$ cat config.mk
export PLATFORM = sky130hd
export DESIGN_NAME = keypad_code_entry_flat
export DESIGN_NICKNAME = d
export VERILOG_FILES = /design/src/rtl/keypad_code_entry_if.sv /design/src/rtl/keypad_code_entry.sv /design/src/flat_wrapper.sv
export SDC_FILE = /design/constraint.sdc
export NUM_CORES = 1
export LEC_CHECK = 0
export CAP_MARGIN = 20
export CORE_AREA = 3 3 75 77
export CTS_CLUSTER_DIAMETER = 60
export CTS_CLUSTER_SIZE = 8
export DETAILED_ROUTE_END_ITERATION = 7
export DIE_AREA = 0 0 78 80
export PLACE_DENSITY_LB_ADDON = 0.3
export SYNTH_ARGS = -nofsm -noshare
export SYNTH_HDL_FRONTEND = slang
export SYNTH_SLANG_ARGS = --single-unit
$ cat constraint.sdc
create_clock -name clk -period 4.2 [get_ports clk]
set_clock_uncertainty 0.15 [all_clocks]
set_input_delay 0.84 -clock clk [delete_from_list [all_inputs] [get_ports clk]]
set_output_delay 0.84 -clock clk [all_outputs]
set_load 0.1 [all_outputs]
$ cat src/rtl/keypad_code_entry_if.sv
// Keypad-to-lock-core signal bundle: raw key inputs plus passcode bus and command strobes.
// master = keypad_code_entry front end, slave = the keypad/lock-core side.
interface keypad_code_entry_if;
    logic        key_valid;
    logic [3:0]  key_code;
    logic [11:0] code;
    logic [1:0]  digit_count;
    logic        cmd_unlock;
    logic        cmd_set;
    logic        cmd_lock;
    logic        key_err;
    logic        timeout;

    modport master (
        input  key_valid,
        input  key_code,
        output code,
        output digit_count,
        output cmd_unlock,
        output cmd_set,
        output cmd_lock,
        output key_err,
        output timeout
    );

    modport slave (
        output key_valid,
        output key_code,
        input  code,
        input  digit_count,
        input  cmd_unlock,
        input  cmd_set,
        input  cmd_lock,
        input  key_err,
        input  timeout
    );
endinterface

$ cat src/rtl/keypad_code_entry.sv
// Debounced keypad front end assembling a 3-digit BCD passcode and issuing set/unlock/lock strobes.
// Optional partial-entry expiry is built when ENTRY_TIMEOUT_EN is defined.
module keypad_code_entry #(
    parameter int unsigned DEBOUNCE_CYCLES = 4,
    parameter int unsigned TIMEOUT_CYCLES  = 1000
) (
    input logic                 clk,
    input logic                 reset,
    keypad_code_entry_if.master bus
);

    localparam logic [7:0] DebMax = 8'(DEBOUNCE_CYCLES);

    typedef enum logic [1:0] {StIdle, StEntry, StFull, StIssue} state_e;

    logic [3:0]  prev_code_q;
    logic [7:0]  press_cnt_q, press_cnt_d;
    logic [7:0]  rel_cnt_q, rel_cnt_d;
    logic        pressed_q, pressed_d;
    logic        accept;

    state_e      state_q, state_d;
    logic [11:0] code_q, code_d;
    logic [1:0]  count_q, count_d;
    logic        unlock_q, unlock_d;
    logic        set_q, set_d;
    logic        lock_q, lock_d;
    logic        err_q, err_d;
    logic        idle_expire;

    // Debounce: press and release both need DEBOUNCE_CYCLES stable samples; both counters saturate.
    always_comb begin
        press_cnt_d = '0;
        if (bus.key_valid) begin
            if (bus.key_code == prev_code_q) begin
                press_cnt_d = (press_cnt_q == DebMax) ? press_cnt_q : press_cnt_q + 8'd1;
            end else begin
                press_cnt_d = 8'd1;
            end
        end
        rel_cnt_d = '0;
        if (!bus.key_valid) begin
            rel_cnt_d = (rel_cnt_q == DebMax) ? rel_cnt_q : rel_cnt_q + 8'd1;
        end
        accept = !pressed_q && (press_cnt_d == DebMax) && (press_cnt_q != DebMax);
        pressed_d = pressed_q;
        if (accept) begin
            pressed_d = 1'b1;
        end else if (rel_cnt_d == DebMax) begin
            pressed_d = 1'b0;
        end
    end

    always_ff @(posedge clk or negedge reset) begin
        if (!reset) begin
            prev_code_q <= '0;
            press_cnt_q <= '0;
            rel_cnt_q   <= '0;
            pressed_q   <= 1'b0;
        end else begin
            prev_code_q <= bus.key_code;
            press_cnt_q <= press_cnt_d;
            rel_cnt_q   <= rel_cnt_d;
            pressed_q   <= pressed_d;
        end
    end

`ifdef ENTRY_TIMEOUT_EN
    localparam int unsigned IdleW = $clog2(TIMEOUT_CYCLES + 1);
    localparam logic [IdleW-1:0] IdleMax = IdleW'(TIMEOUT_CYCLES);

    logic [IdleW-1:0] idle_q, idle_d;
    logic             timeout_q;

    // Runs only while a partial or full entry is waiting; any accepted key restarts it.
    always_comb begin
        idle_d = '0;
        if ((state_q == StEntry || state_q == StFull) && !accept) begin
            idle_d = idle_q + 1'b1;
        end
        idle_expire = (idle_d == IdleMax);
        if (idle_expire) begin
            idle_d = '0;
        end
    end

    always_ff @(posedge clk or negedge reset) begin
        if (!reset) begin
            idle_q    <= '0;
            timeout_q <= 1'b0;
        end else begin
            idle_q    <= idle_d;
            timeout_q <= idle_expire;
        end
    end

    assign bus.timeout = timeout_q;
`else
    assign idle_expire = 1'b0;
    assign bus.timeout = 1'b0;
`endif

    function automatic state_e state_for(logic [1:0] cnt);
        if (cnt == 2'd0) begin
            return StIdle;
        end else if (cnt == 2'd3) begin
            return StFull;
        end
        return StEntry;
    endfunction

    always_comb begin
        state_d  = state_q;
        code_d   = code_q;
        count_d  = count_q;
        unlock_d = 1'b0;
        set_d    = 1'b0;
        lock_d   = 1'b0;
        err_d    = 1'b0;
        if (state_q == StIssue) begin
            // The strobe cycle always ends in a cleared buffer; a key landing here is dropped.
            state_d = StIdle;
            code_d  = '0;
            count_d = '0;
            err_d   = accept;
        end else if (accept) begin
            case (bus.key_code)
                4'd10: begin
                    state_d = StIdle;
                    code_d  = '0;
                    count_d = '0;
                end
                4'd11: begin
                    if (count_q != 2'd0) begin
                        code_d  = {4'h0, code_q[11:4]};
                        count_d = count_q - 2'd1;
                        state_d = state_for(count_q - 2'd1);
                    end else begin
                        err_d = 1'b1;
                    end
                end
                4'd12, 4'd13: begin
                    if (state_q == StFull) begin
                        state_d  = StIssue;
                        unlock_d = (bus.key_code == 4'd12);
                        set_d    = (bus.key_code == 4'd13);
                    end else begin
                        err_d = 1'b1;
                    end
                end
                4'd14: begin
                    state_d = StIssue;
                    lock_d  = 1'b1;
                end
                4'd15: begin
                    err_d = 1'b1;
                end
                default: begin
                    if (state_q != StFull) begin
                        code_d  = {code_q[7:0], bus.key_code};
                        count_d = count_q + 2'd1;
                        state_d = state_for(count_q + 2'd1);
                    end else begin
                        err_d = 1'b1;
                    end
                end
            endcase
        end else if (idle_expire) begin
            state_d = StIdle;
            code_d  = '0;
            count_d = '0;
        end
    end

    always_ff @(posedge clk or negedge reset) begin
        if (!reset) begin
            state_q  <= StIdle;
            code_q   <= '0;
            count_q  <= '0;
            unlock_q <= 1'b0;
            set_q    <= 1'b0;
            lock_q   <= 1'b0;
            err_q    <= 1'b0;
        end else begin
            state_q  <= state_d;
            code_q   <= code_d;
            count_q  <= count_d;
            unlock_q <= unlock_d;
            set_q    <= set_d;
            lock_q   <= lock_d;
            err_q    <= err_d;
        end
    end

    assign bus.code        = code_q;
    assign bus.digit_count = count_q;
    assign bus.cmd_unlock  = unlock_q;
    assign bus.cmd_set     = set_q;
    assign bus.cmd_lock    = lock_q;
    assign bus.key_err     = err_q;

endmodule
$ cat src/flat_wrapper.sv
// flat-port wrapper written by rule: the top's interface ports become plain ports
module keypad_code_entry_flat 
#(
    parameter int unsigned DEBOUNCE_CYCLES = 4,
    parameter int unsigned TIMEOUT_CYCLES  = 1000
)
  (clk, reset, bus_key_valid, bus_key_code, bus_code, bus_digit_count, bus_cmd_unlock, bus_cmd_set, bus_cmd_lock, bus_key_err, bus_timeout);
  keypad_code_entry_if bus_i ();
  input logic clk;
  input logic reset;
  input wire logic [$bits(bus_i.key_valid)-1:0] bus_key_valid;
  input wire logic [$bits(bus_i.key_code)-1:0] bus_key_code;
  output wire logic [$bits(bus_i.code)-1:0] bus_code;
  output wire logic [$bits(bus_i.digit_count)-1:0] bus_digit_count;
  output wire logic [$bits(bus_i.cmd_unlock)-1:0] bus_cmd_unlock;
  output wire logic [$bits(bus_i.cmd_set)-1:0] bus_cmd_set;
  output wire logic [$bits(bus_i.cmd_lock)-1:0] bus_cmd_lock;
  output wire logic [$bits(bus_i.key_err)-1:0] bus_key_err;
  output wire logic [$bits(bus_i.timeout)-1:0] bus_timeout;
  assign bus_i.key_valid = bus_key_valid;
  assign bus_i.key_code = bus_key_code;
  assign bus_code = bus_i.code;
  assign bus_digit_count = bus_i.digit_count;
  assign bus_cmd_unlock = bus_i.cmd_unlock;
  assign bus_cmd_set = bus_i.cmd_set;
  assign bus_cmd_lock = bus_i.cmd_lock;
  assign bus_key_err = bus_i.key_err;
  assign bus_timeout = bus_i.timeout;
  keypad_code_entry #(.DEBOUNCE_CYCLES(DEBOUNCE_CYCLES), .TIMEOUT_CYCLES(TIMEOUT_CYCLES)) u_core (.clk(clk), .reset(reset), .bus(bus_i));
endmodule
==> impl_metrics.ini, run 1 <==
[outcome]
run_status = completed

[sta]
slew_headroom_pct = 35.2
setup_slack_ns = 0.893
post-route-min-period_ns = 3.31
count_of_pins_over_their_slew_limit = 0
final.period_utilization_pct = 78.7
setup_viol = 0
timing.final.hold_violations = 0
timing.fmax_mhz = 302
holdWs_ns = 0.371
max_slew.worst_pin.slew_ns = 0.968
setup_tns_ns = 0
grt_setup_unrepaired = false

[pwr]
intPower_w = 0.000558
power.clock.fraction_pct = 32.6
power_density_nw_per_um2 = 275
leakage_component_of_the_power_nw = 1.19
switching_share_pct = 26.1
p_switching_w = 0.000197
ir_worst_vdd_mv = 0.134
pwr-share-comb_pct = 12.3
total_power_w = 0.000754
p_seq_share_pct = 55.1

[floorplan]
overall_die_area_um2 = 6240
die_w_um = 78
die_height_um = 80
floorplan.initialDensity_pct = 47.1
site_row_count = 26
design.core.area_um2 = 5070
num_io_pins = 26

[critical_path]
worstPathRequired_ns = 4.23
crit_type = flip-flop to flip-flop
critical_path.startpoint_type = flip-flop
critical-path-top-delay-family = simple AND/OR/NAND/NOR gates
path_cells = inv_1 -> ha_1 -> or4b_1 -> or4_1 -> nor4_1 -> mux2_2
worst-path-max-fanout = 8
max_stage_delay_ns = 0.63
critPathBufInv = 1
critical_path.endpoint_type = flip-flop
worst-endpoint-arrival_ns = 3.34
cp_slowest_cell = or4_1

[global_routing]
remaining_global_route_overflow = 0
grt_start_max_net_pins = 42
global_route_wire_length_before_repair_mm = 8.91
grtUsageTotal_pct = 17.7
number_of_antenna_violations_at_the_first_check_in_global_routing = 0
number_of_global_route_vias_before_repair = 1856

[placed_design]
dpl_worst_slack_ns = 0.672
numPortBuffers = 24
finalWeightedCongestion = 0.820
hpwl_mm = 3.63
placedCellCount = 341

[detailed_routing]
highest-signal-layer = met4
met2_length_mm = 2.35
route.final.wire_length_mm = 5.03
drt.antenna.violating_nets = 0
wl_per_cell_um = 14.4
viasPerCell = 5.40
detail_route.drc_violations = 0
drt_first_pass_iters = 4
detail_route.iter0.violations = 103
route.met3.wl_um = 96
wl_met1_mm = 2.50
routed-via-count = 1886

[clock_network]
clock_buffer_depth = 2
cts_made_buffers = 5
cts_tree = yes
clk_pin_slew_ns = 0.08
post_cts.resized_instances = 0
root_buf_cell = clkbuf_8
cts_post_setup_buffers_inserted = 0
cts-htree-levels = 2
postCtsHoldBufs = 0
clock_latency_ns = 0.29
numClockSinks = 41

[synthesis]
synth_warnings = 0
synth_common_cells = dfrtp_1 (41), nand2_1 (41), clkbuf_1 (15), nor2_1 (15), o21ai_0 (15)
synth_enable_flop_cells = 0
yosys_register_bits = 41
synth_top_cell_area_share_pct = 42.9
seq_area_frac_synth_pct = 42.9
synth.cell_area_um2 = 2390
yosysUniqueCellTypes = 50
synth_area_leaders = dfrtp_1 (43%), nand2_1 (6.4%), mux2i_1 (5.4%)
avg_inst_size_synth_um2 = 9.17
synth_nets = 274
synth_area_leader = dfrtp_1
synthCells = 261
ys_async_sr_fraction_pct = 100
postSynth.topFlopCell = dfrtp_1

[final_layout]
flow.area_growth_from_synthesis_pct = 14.7
num-fill-cells = 494
stdcell_count = 349
num-nets-final = 291
drive_above_1_share_pct = 5.73
seq_area_um2 = 1030
num_antenna_cells = 0
multiInputGateArea_um2 = 1240

[worst_hold_path]
hold_class = flip-flop to flip-flop

[flow_run]
max-cap-violations = 0
[logic make-up (layout without fill, tap and decap cells)]
family                     after synthesis  count (layout)  share of synthesized area (%)
buffers and inverters                   29              47                           5.07
AOI/OAI and AO/OA                       48              48                           14.1
adders and majority gates                6               6                           3.14
xor gates and xnor gates                17              17                           6.22
and+or+nand+nor                        105             105                           22.5
other                                    1               1                          0.157
DFF                                     41              41                           42.9
muxes                                   14              14                           5.91
[flip-flops by register name (all words and copies together), names as in the netlist]
name	count
u_core.bus.cmd_lock	1
u_core.state_q	2
u_core.bus.code	12
u_core.press_cnt_q	8
u_core.prev_code_q	4
u_core.bus.digit_count	2
u_core.bus.cmd_set	1
u_core.bus.key_err	1
u_core.pressed_q	1
u_core.bus.cmd_unlock	1
u_core.rel_cnt_q	8
[worst paths after layout]
path / startpoint / to / slack (ns) / cells after the start
setup / recovery: u_core.press_cnt_q[0] / u_core.state_q[0] / 0.89 / 6
hold / removal: u_core.pressed_q / u_core.pressed_q / 0.37 / 2
setup reg to reg: u_core.press_cnt_q[0] / u_core.state_q[0] / 0.89 / 6
hold reg to reg: u_core.pressed_q / u_core.pressed_q / 0.37 / 2
max in group asynchronous: reset / u_core.bus.code[8] / 2.79 / 1
min in group asynchronous: reset / u_core.rel_cnt_q[7] / 0.53 / 1
[power groups by stage]
stage | registers, W | logic [W] | clock network (W)
after floorplan | 0.000421 | 0.0000642 | 0
after global placement | 0.000423 | 0.0000916 | 0
after detailed placement | 0.000423 | 0.0000936 | 0
after CTS | 0.000415 | 0.0000942 | 0.000255
after global routing | 0.000418 | 0.000106 | 0.000270
final | 0.000415 | 0.0000930 | 0.000246
[through the flow]
stage	area, µm²	utilization [%]
CTS	2750	54.1
finish	2750	54.1
global placement	2670	52.5
floorplan	2390	-
detailed placement	2670	52.5
global route	2750	54.1
[final cells by class]
type,instances,share of cell area [%]
well taps,70,3.19
multi-input cells,191,45.4
clock buffers,8,2.92
flip-flops and latches,41,37.4
inverters,11,1.50
repair buffers,28,9.66
[routing by layer]
layer	GRT usage, %	up-vias
met2	28.6	17
met3	3.39	7
met4	5.94	0
li1	-	948
met1	24.0	914
met5	0	-
[cells in the final DEF, fill, tap and decap left out, drive strengths merged, types with 6 or more instances in the layout]
cell type,netlist,layout
o21ai,15,15
ha,6,6
mux2i,13,13
nand2,41,41
nand3,10,10
a21oi,9,9
nor3,6,6
inv,11,11
clkdlybuf4s50,0,23
xor2,9,9
clkbuf,15,8
nor2,15,15
dfrtp,41,41
xnor2,8,8
[tightest hold or removal path, stage by stage (launching register included)]
cell	delay, ns
dfrtp_1	0.35
o41ai_1	0.08
nand2_1	0.06
(Power assumes the default switching activity.)
==> run 2: changes to the inputs <==
==> constraint.sdc (replaced) <==
create_clock -name clk -period 2.8 [get_ports clk]
set_clock_uncertainty 0.15 [all_clocks]
set_input_delay 0.56 -clock clk [delete_from_list [all_inputs] [get_ports clk]]
set_output_delay 0.56 -clock clk [all_outputs]
set_load 0.1 [all_outputs]
==> run 2 against run 1 <==
Effect of this change: die area unchanged; setup slack worse by 0.84 ns; register-to-register slack worse by 0.84 ns; sequential power rose by 50%; worst hold slack worse by 0.30 ns; clock power grew 130%; maximum frequency grew 20%; sequential cell count stayed put; critical path type unchanged; critical endpoint is now u_core.bus.code[8].
==> impl_metrics.ini, run 2 (synthesized netlist as in run 1, its figures left out) <==
[critical_path]
max_stage_delay_ns = 0.52
critical_path.startpoint_type = flip-flop
crit_type = flip-flop to flip-flop
reg2reg_depth = 6
worstPathRequired_ns = 2.83
timing.rr.start = u_core.press_cnt_q[0]
critical_path.endpoint_type = flip-flop
worst-endpoint-arrival_ns = 2.79
worst-r2r-setup-slack_ns = 0.05
r2r-end = u_core.bus.code[8]
path_cells = ha_4 -> xnor2_1 -> or4b_4 -> or4_1 -> o41a_1 -> a22o_1
worst-path-max-fanout = 4
cp_slowest_cell = or4_1

[final_layout]
num-nets-final = 311
layout.core_utilization_pct = 58.7
flow.area_growth_from_synthesis_pct = 24.5
leading_cell_types_in_the_layout_fill_and_taps_excluded = nand2_1 (41), buf_4 (40), dfrtp_1 (40)
multiInputGateArea_um2 = 1310
layout_commonest_cell = nand2_1
drive_above_1_share_pct = 22.1
num_antenna_cells = 0
num-fill-cells = 447
largest_register_ffs = 12
seq_area_um2 = 1030
final_cell_area_excluding_filler_cells_um2 = 2980

[clock_network]
clk_pin_slew_ns = 0.08
cts_tree = yes
cts-htree-levels = 2
cts_made_buffers = 5
root_buf_cell = clkbuf_8
clock_latency_ns = 0.29
cts_post_setup_buffers_inserted = 0
numClockSinks = 41
clock_buffer_depth = 2

[placed_design]
numPortBuffers = 24
placedInstanceArea_um2 = 2790
dpl_worst_slack_ns = -0.0976
finalWeightedCongestion = 0.874
hpwl_mm = 3.87

[sta]
setup_viol = 0
final.period_utilization_pct = 98.2
setup_slack_ns = 0.0495
timing.fmax_mhz = 364
setup_tns_ns = 0
post-route-min-period_ns = 2.75
grt_setup_unrepaired = true
timing.final.hold_violations = 0
count_of_pins_over_their_slew_limit = 0

[detailed_routing]
viasPerCell = 5.41
drt.antenna.violating_nets = 0
route.final.wire_length_mm = 5.38
wl_per_cell_um = 14.6
detail_route.iter0.violations = 84
drt_first_pass_iters = 4
detail_route.drc_violations = 0
routed-via-count = 1995

[floorplan]
design.core.area_um2 = 5070
site_row_count = 26
floorplan.initialDensity_pct = 47.1
overall_die_area_um2 = 6240
die_w_um = 78
die_height_um = 80
num_io_pins = 26

[global_routing]
global_route_wire_length_before_repair_mm = 9.28
number_of_antenna_violations_at_the_first_check_in_global_routing = 0
remaining_global_route_overflow = 0
number_of_global_route_vias_before_repair = 1927
grt_start_max_net_pins = 25
grtUsageTotal_pct = 18.7

[pwr]
leakage_component_of_the_power_nw = 1.35
ir_worst_vdd_mv = 0.234
power_density_nw_per_um2 = 454

[flow_run]
max-cap-violations = 0

[outcome]
run_status = completed

[worst_hold_path]
hold_class = input pin to asynchronous set/reset pin
==> run 2: routing by layer <==
metal  GRT usage, %  up-vias  wire, µm
met5              0        -         0
met3           3.72        6       178
met1           24.2      959      2430
met4           7.17        0        76
li1               -      992         -
met2           31.0       38      2690
==> run 2: what timing repair did <==
| item | 4_1_cts | 5_1_grt |
|---|---|---|
| hold buffers | 0 | 0 |
| gates resized for setup | 4 | 6 |
| setup endpoints to repair | 11 | 17 |
| hold endpoints to repair | 0 | 0 |
==> run 2: worst max-delay path by stage <==
stage               slack [ns]  cells past startpoint                        end                   from
global placement         -0.10                      7      u_core.bus.cmd_unlock        bus_key_code[0]
global route             -0.05                      8  u_core.bus.digit_count[0]  u_core.press_cnt_q[0]
finish                    0.05                      6         u_core.bus.code[8]  u_core.press_cnt_q[0]
detailed placement        -0.1                      7      u_core.bus.cmd_unlock        bus_key_code[0]
floorplan                 0.02                      7          u_core.state_q[0]  u_core.press_cnt_q[0]
CTS                       0.02                      8  u_core.bus.digit_count[0]  u_core.press_cnt_q[0]
==> run 2: where the power goes <==
| part | switching (W) | total [W] | internal (W) |
|---|---|---|---|
| combinational | 0.0000928 | 0.000159 | 0.0000663 |
| clock | 0.000215 | 0.000569 | 0.000354 |
| sequential | 0.0000173 | 0.000623 | 0.000605 |
==> run 2: cell type report <==
type / count / area share [%]
Multi-Input combinational cell: 191 / 43.9
Sequential cell: 41 / 34.5
Timing Repair Buffer: 48 / 12.7
Tap cell: 70 / 2.94
Clock buffer: 5 / 2.31
Clock inverter: 3 / 2.18
Inverter: 11 / 1.47
==> run 2: stage by stage <==
step / total power [W] / std cells / hold WS (ns)
floorplan: 0.000730 / 261 / 0.114
global placement: 0.000790 / 361 / 0.347
detailed placement: 0.000792 / 361 / 0.354
CTS: 0.00136 / 369 / 0.0905
global route: 0.00141 / 369 / 0.111
finish: 0.00135 / 369 / 0.0743
==> run 2: worst max-delay path, delay by kind of cell (launching register included) <==
kind            cells  cell delay, ns
flops               1            0.46
xor+xnor            1            0.13
compound gates      2            0.70
simple gates        2            1.01
fa+ha+maj           1            0.18
==> run 3: changes to the inputs <==
--- a/config.mk
+++ b/config.mk
@@ -12,6 +12,7 @@
 export DETAILED_ROUTE_END_ITERATION = 7
 export DIE_AREA = 0 0 78 80
 export PLACE_DENSITY_LB_ADDON = 0.3
+export SKIP_LAST_GASP = 1
 export SYNTH_ARGS = -nofsm -noshare
 export SYNTH_HDL_FRONTEND = slang
 export SYNTH_SLANG_ARGS = --single-unit
==> run 3 against run 2 <==
Effect of this change: cell count stayed put; clock-buffer cell count unchanged; largest cell class unchanged; global-route usage unchanged; cell area down 0.13%; maximum frequency is essentially flat.
==> impl_metrics.ini, run 3 (synthesized netlist as in run 1, its figures left out) <==
[outcome]
run_status = completed

[critical_path]
critical_path.endpoint_type = flip-flop
worstPathRequired_ns = 2.84
cp_slowest_cell = or4_1
worst-endpoint-arrival_ns = 2.79
timing.rr.start = u_core.press_cnt_q[0]
cp_startpoint = u_core.press_cnt_q[0]
critical_path.startpoint_type = flip-flop
path_cells = ha_4 -> xnor2_1 -> or4b_4 -> or4_1 -> o41a_1 -> a22o_1
worst-path-max-fanout = 4
max_stage_delay_ns = 0.52
crit_type = flip-flop to flip-flop

[sta]
final.period_utilization_pct = 98.3
setup_viol = 0
post-route-min-period_ns = 2.75
timing.final.hold_violations = 0
count_of_pins_over_their_slew_limit = 0
grt_setup_unrepaired = true
timing.fmax_mhz = 363
setup_tns_ns = 0

[clock_network]
cts_tree = yes
cts-htree-levels = 2
clk_pin_slew_ns = 0.08
clock_buffer_depth = 2
cts_post_setup_buffers_inserted = 0
root_buf_cell = clkbuf_8
cts_made_buffers = 5
numClockSinks = 41
clock_latency_ns = 0.29

[detailed_routing]
drt.antenna.violating_nets = 0
detail_route.iter0.violations = 88
wl_per_cell_um = 14.6
routed-via-count = 1970
viasPerCell = 5.34
detail_route.drc_violations = 0
route.final.wire_length_mm = 5.37
drt_first_pass_iters = 4

[floorplan]
site_row_count = 26
overall_die_area_um2 = 6240
num_io_pins = 26
die_height_um = 80
floorplan.initialDensity_pct = 47.1
design.core.area_um2 = 5070
die_w_um = 78

[global_routing]
grt_busiest_layer = met2
grtUsageTotal_pct = 18.7
number_of_antenna_violations_at_the_first_check_in_global_routing = 0
remaining_global_route_overflow = 0
globalRouteMet2Util_pct = 31.0
grt_start_max_net_pins = 25
grtUsageMet1_pct = 24.2
global_route_wire_length_before_repair_mm = 9.29
number_of_global_route_vias_before_repair = 1923
groute.layer.met3.usage_pct = 3.72

[final_layout]
largest_register_ffs = 12
layout_commonest_cell = nand2_1
leading_cell_types_in_the_layout_fill_and_taps_excluded = nand2_1 (41), buf_4 (40), dfrtp_1 (40)
num-nets-final = 311
num_antenna_cells = 0
flow.area_growth_from_synthesis_pct = 24.3
layout.core_utilization_pct = 58.6
drive_above_1_share_pct = 22.1

[worst_hold_path]
hold_class = input pin to asynchronous set/reset pin

[pwr]
ir_worst_vdd_mv = 0.233
power_density_nw_per_um2 = 453
leakage_component_of_the_power_nw = 1.35
total_power_w = 0.00135

[placed_design]
hpwl_mm = 3.87
numPortBuffers = 24
finalWeightedCongestion = 0.874

[flow_run]
max-cap-violations = 0
==> run 3: cell counts in the layout (fill, tap and decap cells not counted) <==
No cell type changed its count.
==> run 3: through the flow <==
step / setup WS [ns] / hold WS, ns / area (µm²) / cells
finish: 0.0468 / 0.0754 / 2970 / 369
global route: -0.0523 / 0.111 / 2970 / 369
CTS: -0.0124 / 0.0905 / 2940 / 369
detailed placement: -0.0976 / 0.354 / 2790 / 361
global placement: -0.103 / 0.347 / 2790 / 361
floorplan: 0.0167 / 0.114 / 2410 / 261
==> run 3: cell type report <==
class	instances	area, µm²
clock inverter	3	65.1
inverter	11	43.8
timing repair buffer	48	378
multi-input combinational	191	1300
clock buffer	5	68.8
sequential	41	1030
tap	70	87.6
fill	448	2100
==> run 3: routing by layer <==
layer	vias to the layer above	wire length, µm
met4	0	76
met1	940	2470
met2	30	2670
met3	6	159
li1	994	-
met5	-	0
==> run 3: report_power, final <==
| part | switching [W] | total, W | internal [W] |
|---|---|---|---|
| Clock | 0.000212 | 0.000566 | 0.000354 |
| Combinational | 0.0000927 | 0.000159 | 0.0000663 |
| Sequential | 0.0000175 | 0.000623 | 0.000605 |
| Total | 0.000322 | 0.00135 | 0.00103 |
==> run 3: final timing paths <==
kind / cells after the start / to / slack [ns]
worst max-delay path: 6 / u_core.bus.code[8] / 0.05
worst min-delay path: 1 / u_core.press_cnt_q[2] / 0.08
worst max register to register: 6 / u_core.bus.code[8] / 0.05
worst min register to register: 2 / u_core.pressed_q / 0.39
max in group asynchronous: 2 / u_core.bus.digit_count[1] / 1.80
min in group clk: 2 / u_core.pressed_q / 0.39
==> run 3: timing repair <==
| action | in CTS | in global routing |
|---|---|---|
| resized for setup | 3 | 6 |
| hold buffers | 0 | 0 |
| cloned | 0 | 0 |
| endpoints found under the setup margin | 11 | 17 |
==> run 3: critical path, delay by kind of cell, from the launching register on <==
kind	cells	cell delay, ns
flops	1	0.46
xor+xnor	1	0.13
simple gates	2	1.01
fa+ha+maj	1	0.18
compound gates	2	0.70
